===== config.mk =====
export PLATFORM = sky130hd
export DESIGN_NAME = card_datapath
export DESIGN_NICKNAME = d
export VERILOG_FILES = /design/src/rtl/baccarat_pkg.sv /design/src/rtl/score_hand.sv /design/src/rtl/card_datapath.sv
export SDC_FILE = /design/constraint.sdc
export NUM_CORES = 1
export LEC_CHECK = 0
export CAP_MARGIN = 20
export CORE_MARGIN = 2
export CORE_UTILIZATION = 50
export CTS_CLUSTER_SIZE = 24
export DETAILED_ROUTE_END_ITERATION = 8
export PLACE_DENSITY = 0.85
export SLEW_MARGIN = 20
export SYNTH_ARGS = -nofsm -noshare
export SYNTH_HDL_FRONTEND = slang
export SYNTH_SLANG_ARGS = --single-unit

===== constraint.sdc =====
create_clock -name slow_clock -period 4.2 [get_ports slow_clock]
set_input_delay 0.63 -clock slow_clock [delete_from_list [all_inputs] [get_ports slow_clock]]
set_output_delay 0.63 -clock slow_clock [all_outputs]
set_load 0.005 [all_outputs]

===== src/rtl/baccarat_pkg.sv =====
// Shared baccarat card definitions: widths, rank constants and the rank-to-value mapping.
package baccarat_pkg;

  localparam int unsigned CARD_W    = 4;
  localparam int unsigned NUM_RANKS = 13;
  localparam int unsigned RANK_ACE  = 1;
  localparam int unsigned RANK_KING = 13;

  typedef logic [CARD_W-1:0] card_t;

  // Ranks 1..9 count face value; 10/J/Q/K and the empty slot (0) count zero.
  function automatic card_t card_value(card_t card);
    if ((card >= card_t'(1)) && (card <= card_t'(9))) begin
      return card;
    end
    return '0;
  endfunction

endpackage


===== src/rtl/score_hand.sv =====
// Three-card baccarat hand score: sum of card values modulo 10, purely combinational.
module score_hand
  import baccarat_pkg::*;
(
  input  card_t card_a_i,
  input  card_t card_b_i,
  input  card_t card_c_i,
  output card_t score_o
);

  logic [4:0] sum;
  logic [4:0] mod10;

  always_comb begin
    sum = 5'(card_value(card_a_i)) + 5'(card_value(card_b_i)) + 5'(card_value(card_c_i));
    // Sum never exceeds 27, so at most two subtractions of ten are needed.
    if (sum >= 5'd20) begin
      mod10 = sum - 5'd20;
    end else if (sum >= 5'd10) begin
      mod10 = sum - 5'd10;
    end else begin
      mod10 = sum;
    end
    score_o = card_t'(mod10);
  end

endmodule


===== src/rtl/card_datapath.sv =====
// Baccarat deal datapath: rank generator, six card registers, deal counter and hand scores.
// Optional CARD_INJECT_EN adds inject_en/inject_card to force the captured card value.
module card_datapath
  import baccarat_pkg::*;
#(
  parameter int unsigned SEED = 1
) (
  input  logic              slow_clock,
  input  logic              resetb,
  input  logic              load_pcard1,
  input  logic              load_pcard2,
  input  logic              load_pcard3,
  input  logic              load_dcard1,
  input  logic              load_dcard2,
  input  logic              load_dcard3,
`ifdef CARD_INJECT_EN
  input  logic              inject_en,
  input  logic [CARD_W-1:0] inject_card,
`endif
  output logic [CARD_W-1:0] pcard1,
  output logic [CARD_W-1:0] pcard2,
  output logic [CARD_W-1:0] pcard3,
  output logic [CARD_W-1:0] dcard1,
  output logic [CARD_W-1:0] dcard2,
  output logic [CARD_W-1:0] dcard3,
  output logic [CARD_W-1:0] pcard3_val,
  output logic [CARD_W-1:0] pscore,
  output logic [CARD_W-1:0] dscore,
  output logic [2:0]        cards_dealt
);

  card_t      gen_q, gen_d;
  card_t      card_src;
  card_t      pcard1_q, pcard2_q, pcard3_q;
  card_t      dcard1_q, dcard2_q, dcard3_q;
  logic [2:0] cards_dealt_q, cards_dealt_d;
  logic       any_load;

  always_comb begin
    if (gen_q == card_t'(NUM_RANKS)) begin
      gen_d = card_t'(RANK_ACE);
    end else begin
      gen_d = gen_q + card_t'(1);
    end
  end

`ifdef CARD_INJECT_EN
  assign card_src = inject_en ? inject_card : gen_q;
`else
  assign card_src = gen_q;
`endif

  assign any_load = load_pcard1 | load_pcard2 | load_pcard3 |
                    load_dcard1 | load_dcard2 | load_dcard3;

  // One count per load edge regardless of how many registers it writes.
  always_comb begin
    cards_dealt_d = cards_dealt_q;
    if (any_load && (cards_dealt_q != 3'd6)) begin
      cards_dealt_d = cards_dealt_q + 3'd1;
    end
  end

  always_ff @(posedge slow_clock or negedge resetb) begin
    if (!resetb) begin
      gen_q         <= card_t'(SEED);
      cards_dealt_q <= 3'd0;
    end else begin
      gen_q         <= gen_d;
      cards_dealt_q <= cards_dealt_d;
    end
  end

  always_ff @(posedge slow_clock or negedge resetb) begin
    if (!resetb) begin
      pcard1_q <= '0;
      pcard2_q <= '0;
      pcard3_q <= '0;
      dcard1_q <= '0;
      dcard2_q <= '0;
      dcard3_q <= '0;
    end else begin
      if (load_pcard1) pcard1_q <= card_src;
      if (load_pcard2) pcard2_q <= card_src;
      if (load_pcard3) pcard3_q <= card_src;
      if (load_dcard1) dcard1_q <= card_src;
      if (load_dcard2) dcard2_q <= card_src;
      if (load_dcard3) dcard3_q <= card_src;
    end
  end

  score_hand u_player_score (
    .card_a_i (pcard1_q),
    .card_b_i (pcard2_q),
    .card_c_i (pcard3_q),
    .score_o  (pscore)
  );

  score_hand u_dealer_score (
    .card_a_i (dcard1_q),
    .card_b_i (dcard2_q),
    .card_c_i (dcard3_q),
    .score_o  (dscore)
  );

  assign pcard1      = pcard1_q;
  assign pcard2      = pcard2_q;
  assign pcard3      = pcard3_q;
  assign dcard1      = dcard1_q;
  assign dcard2      = dcard2_q;
  assign dcard3      = dcard3_q;
  assign pcard3_val  = card_value(pcard3_q);
  assign cards_dealt = cards_dealt_q;

endmodule


* Yosys cells after proc, flatten, opt, wreduce, memory -nomap -nowiden *
Cells that the tools add are included.

word-level totals
  register bits = 31
  bits of input ports = 8
  output and inout port bits = 39
  logic and storage cells = 71

operators by class
  $add $sub $neg = 10
  magnitude comparators = 16
  eq/ne operators = 2
  muxes and demuxes = 23
  bitwise gates (word level) = 5
  reduce and logical (&&, ||, !) cells = 7

operators with widths
  operator                                                                             count
  4-bit two-way mux                                                                    17
  4-bit by 1-bit greater-or-equal comparator with 1-bit output, second input constant  6
  4-bit <= comparator, second input constant                                           6
  4-bit by 4-bit adder with 5-bit output                                               2
  5-bit by 4-bit adder with 5-bit output                                               2
  5-bit by 4-bit greater-or-equal comparator with 1-bit output, second input constant  2
  5-bit greater-or-equal comparator, second input constant                             2
  4-bit by 3-bit subtractor with 4-bit output, second input constant                   2
  4-bit subtractor, second input constant                                              2
  1-bit logical AND                                                                    7
  1-bit two-way mux                                                                    6
  1-bit bitwise OR                                                                     5
  4-bit by 1-bit adder with 4-bit output, second input constant                        1
  4-bit == test, second input constant                                                 1
  3-bit by 1-bit adder with 3-bit output, second input constant                        1
  3-bit inequality test, second input constant                                         1

* Longest topological paths before layout *
  depth in word-level cells = 9
  mapped depth = 14
  gate-level depth less buffers = 14

* By module *
From an unflattened synthesis, not the netlist that was laid out.

second synthesis, totals
  cells, all modules = 196
  area total of the unflattened synthesis = 2185.8 µm²

by module, submodules not included
  module         instances  cells each  area each (µm²)  seq. area each (µm²)
  card_datapath  1          88          1255.0           777.0
  score_hand     2          54          465.4            0.0

* Worst setup path after synthesis *
No wires, ideal clock.

  kind = register to output
  start = register pcard3_q[3], in the netlist pcard3[3]
  end = output pscore[1]
  data arrival time = 2880 ps
  required time = 3570 ps
  path slack = 690 ps
  cell stages (with the launch flop) = 13
  path buffers = 0
  cells stage by stage = dfrtp_1 > nor2b_1 > inv_1 > fa_1 > inv_1 > ha_1 > fa_1 > inv_1 > ha_1 > o21ai_0 > inv_1 > mux2_4 > xnor2_2

on the way
  word-level cells in the longest chain between the ends = 8
  elaborated cells between the ends (all ways) = 13
  classes of those cells = add/sub (3); order compare (4); mux (5); reduce/logical (1)

ends and longest elaborated chain
  item                                                                                                        RTL line                            RTL
  start, declared                                                                                             card_datapath.sv:34                 card_t pcard1_q, pcard2_q, pcard3_q;
  start signal, assigned                                                                                      card_datapath.sv:85                 if (load_pcard3) pcard3_q <= card_src;
  4-bit by 1-bit greater-or-equal comparator with 1-bit output / 4-bit <= comparator (equally long branches)  n/a
  1-bit logical AND *                                                                                         n/a
  1-bit two-way mux *                                                                                         n/a
  4-bit two-way mux *                                                                                         n/a
  net pcard3_val[1]                                                                                           card_datapath.sv:26                 output logic [CARD_W-1:0] pcard3_val,
  5-bit by 4-bit adder with 5-bit output *                                                                    score_hand.sv:15                    sum = 5'(card_value(card_a_i)) + 5'(card_value(card_b_i)) + 5'(card_value(card_c_i));
  4-bit subtractor / 5-bit by 4-bit greater-or-equal comparator with 1-bit output (equally long branches)     score_hand.sv:20, score_hand.sv:19
  4-bit two-way mux                                                                                           score_hand.sv:19                    end else if (sum >= 5'd10) begin
  4-bit two-way mux *                                                                                         score_hand.sv:17                    if (sum >= 5'd20) begin
  end, declared                                                                                               card_datapath.sv:27                 output logic [CARD_W-1:0] pscore,

Mark *: on every way through the listed nets, which the timed path passes. The rest lies on a longest branch. The select of a mux whose other input is x is not followed.

* Final worst setup path *
  start = register pcard3_q[3], in the netlist pcard3[3]
  end = output pscore[1]

on the way
  word-level cells in the longest chain between the ends = 8
  elaborated cells between the ends (all ways) = 13
  classes of those cells = add/sub (3); order compare (4); mux (5); reduce/logical (1)

ends and longest elaborated chain
  item                                                                                                        RTL line                            RTL
  4-bit by 1-bit greater-or-equal comparator with 1-bit output / 4-bit <= comparator (equally long branches)  baccarat_pkg.sv:13                  if ((card >= card_t'(1)) && (card <= card_t'(9))) begin
  1-bit logical AND                                                                                           baccarat_pkg.sv:13
  1-bit two-way mux                                                                                           baccarat_pkg.sv:13
  4-bit two-way mux *                                                                                         baccarat_pkg.sv:16                  return '0;
  5-bit by 4-bit adder with 5-bit output *                                                                    score_hand.sv:15
  4-bit subtractor / 5-bit by 4-bit greater-or-equal comparator with 1-bit output (equally long branches)     score_hand.sv:20, score_hand.sv:19
  4-bit two-way mux                                                                                           score_hand.sv:19
  4-bit two-way mux *                                                                                         score_hand.sv:17

Mark *: on every way between the ends. The rest lies on a longest branch, timed or not. The select of a mux whose other input is x is not followed.

==> out/qor.csv <==
stage;metric;value;unit
status;status;complete, no violations;
layout;nFillCells;289;
timing;tns;0;ns
timing;rsz0062_at_grt;no;
die;fp.dieW;68.6;um
timing;hold_violations;0;
pwr;cellPowerDensity;369;nW/um^2
die;top_level_ports;47;
pwr;p_clk_share;21.9;%
clocking;clock-sinks;31;
timing;max_freq;0.248;GHz
clocking;clockBufferDepth;2;
synth;ys_seq_area_share;37.3;%
pwr;p_int;0.727;mW
clocking;cts_root_buf;clkbuf_8;
worst_setup_path;cp_top_family;adder cells;
worst_setup_path;cpMaxStageDelayCell;fa_2;
timing;timing.hold.ws;0.524;ns
global_route;grt_use_total;20.1;%
clocking;clock_latency;0.28;ns
layout;stdcell_area;2880;sq um
pwr;swShare;31.5;%
detailed_routing;detail_route.iter0.violations;45;
layout;area_growth_syn_to_layout;38.1;%
flow_run;max_cap_violations;0;
pwr;combinationalPowerShare;44.4;%
worst_setup_path;critPathMaxFanout;4;
placement;io_buffers;46;
die;design.die.area;4700;sq um
timing;relSlewSlack;72.4;%
global_route;grt_max_degree;32;
synth;ys_seq_elements;31;
clocking;cts_tree;yes;
pwr;total_power;1.06;mW
pwr;leakage;1.31;nW
detailed_routing;totalWireLength;4600;um
layout;drive_above_1_share;28.5;%
detailed_routing;wl_per_cell;15.2;um
synth;synth_cell_types;31;
worst_setup_path;path_class;reg2out;
clocking;numCtsBuffers;5;
clocking;clk_pin_slew;0.06;ns
detailed_routing;drt_first_pass_iters;4;
synth;ys_warn_count;0;
global_route;grt_overflow;0;
pwr;ir_drop;0.317;mV
layout;final_net_count;285;
timing;setup_ws;0.164;ns
pwr;p_seq_share;33.7;%
die;core;4000;sq um
detailed_routing;num_vias;1614;
placement;dp_slack;0.0875;ns
die;die_h;68.6;um
timing;min_period_over_period;96.1;%
worst_setup_path;cp.required;3.57;ns
global_route;grt_pass1_vias;1510;
layout;insertedDiodeCount;0;
global_route;antenna_found_initial;0;
synth;avgSynthCellArea;11.1;sq um
worst_setup_path;start_kind;flop;
layout;post-route-util;71.9;%
synth;syn-num-nets;219;
clocking;cts_htree_levels;2;
timing;finalCriticalPeriod;4.04;ns
detailed_routing;ant_nets;0;
die;rows;23;
min_path;hp-class;reg2reg;
placement;hpwlAfterDp;3250;um
timing;maxSlewViolCount;0;
global_route;grt_pass1_wl;6960;um
worst_setup_path;slowest_delay;0.57;ns
timing;fin_skew;0.00442;ns
detailed_routing;drc;0;
pwr;p_sw;0.334;mW
timing;worst_slew_pin_slew;0.412;ns
worst_setup_path;cp-end-kind;primary output;
detailed_routing;viasPerCell;5.33;
die;initial_core_util;52.1;%
placement;dp_cells;281;
layout;multi_input_area;1310;sq um
timing;setup_viol;0;
worst_setup_path;path_buf_inv;5;
placement;placed_cell_area;2610;sq um
layout;regArea;778;sq um
layout;fin_cells;303;
worst_setup_path;crit_arrival;3.41;ns
worst_setup_path;cp_cell_sequence;nor2b_2 > inv_1 > fa_1 > inv_1 > ha_2 > fa_2 > inv_2 > ha_2 > o21ai_2 > inv_1 > mux2_4 > xnor2_2 > dlygate4sd2_1;
worst_setup_path;crit_top_cell;inv_1;
synth;syn-cell-area;2080;sq um
placement;globalplace.congestion;0.794;
synth;syn_inst;187;
placed cells by master (no fill, tap or decap), types with 2 or more instances in the layout:
master and instances:
a21o_1 2, a21oi_1 4, a21oi_2 4, and2_1 7
buf_4 17, clkbuf_8 6, clkdlybuf4s50_1 40, dfrtp_1 29
dlymetal6s2s_1 5, fa_1 8, fa_2 2, ha_1 12
ha_2 2, inv_1 8, inv_2 2, mux2_2 25
mux2i_1 3, nand2_1 11, nand2b_1 5, nor2_1 5
nor2b_1 10, nor2b_2 2, nor3b_1 7, o21ai_0 14
o21ai_1 2, xnor2_1 2, xnor2_2 3
power groups by stage:
stage / Clock (mW) / Sequential, mW / Combinational (mW)
global placement: 0 / 0.362 / 0.421
floorplan: 0 / 0.361 / 0.240
detailed placement: 0 / 0.364 / 0.438
global route: 0.249 / 0.362 / 0.523
CTS: 0.237 / 0.358 / 0.449
finish: 0.233 / 0.357 / 0.471
state kept, by name, summed over array words and instances, names as in the netlist:
name / flops
cards_dealt: 3
dcard1: 4
pcard1: 4
card_src: 4
pcard2: 4
dcard3: 4
dcard2: 4
pcard3: 4
cells by family (layout without fill, tap and decap cells):
kind of cell	count (synthesis)	in the layout	share of synthesized area [%]
AOI/OAI and AO/OA	31	31	8.46
and+or+nand+nor	51	51	14.0
xor gates and xnor gates	7	7	4.02
DFF	31	31	37.3
buffers and inverters	14	80	2.52
muxes	29	29	15.7
adders and majority gates	24	24	18.0
synth_stat cells:
library cell / count / area, sq um
nand3b_1: 1 / 7.51
o31ai_1: 1 / 7.51
fa_1: 10 / 200
ha_1: 14 / 175
nand2_1: 11 / 41.3
mux2_2: 25 / 282
mux2i_1: 3 / 30.0
nand2b_1: 5 / 31.3
and2_1: 7 / 43.8
a21oi_1: 6 / 30.0
nor4_1: 1 / 6.26
clkbuf_1: 4 / 15.0
o21ai_1: 2 / 10.0
a21oi_2: 2 / 17.5
nor3b_1: 7 / 52.6
xor2_2: 1 / 16.3
a211o_1: 1 / 8.76
o21ai_0: 15 / 75.1
xnor2_1: 4 / 35.0
and3_4: 1 / 11.3
mux2_4: 1 / 15.0
a21o_1: 2 / 15.0
dfrtp_1: 30 / 751
o22ai_1: 1 / 6.26
nor2_1: 5 / 18.8
dfstp_2: 1 / 26.3
inv_1: 10 / 37.5
xnor2_2: 2 / 32.5
a31oi_1: 1 / 6.26
nor2b_1: 12 / 75.1
nand3_1: 1 / 5.00
timing repair:
| action | 4_1_cts | 5_1_grt |
|---|---|---|
| gates resized for setup | 8 | 15 |
| endpoints found under the setup margin | 4 | 6 |
| pin swaps | 2 | 5 |
| gates cloned | 0 | 0 |
| buffers inserted | 6 | 9 |
| hold buffers | 0 | 0 |
layout make-up:
type / count / share of cell area (%)
multi-input combinational: 142 / 45.6
sequential: 31 / 27.0
timing repair buffer: 63 / 20.8
clock buffer: 6 / 2.87
tap: 50 / 2.17
inverter: 10 / 1.30
clock inverter: 1 / 0.174
worst paths after layout:
kind / startpoint / to / slack [ns] / cells past startpoint
setup / recovery: pcard3[3] / pscore[1] / 0.16 / 13
hold / removal: dcard1[0] / dcard1[0] / 0.52 / 1
setup reg to reg: card_src[0] / card_src[1] / 3.06 / 1
hold reg to reg: dcard1[0] / dcard1[0] / 0.52 / 1
max in group asynchronous: resetb / card_src[0] / 3.14 / 2
min in group asynchronous: resetb / dcard3[0] / 0.73 / 2
per-layer routing:
metal  GRT usage, %  up-vias  share of wire (%)
li1               -      772                  -
met1           25.3      798                 42
met2           33.5       32                 52
met3           4.87       12                3.9
met4           7.75        0                2.2
met5              0        -                  0
Power figures use the tool's default switching activity.
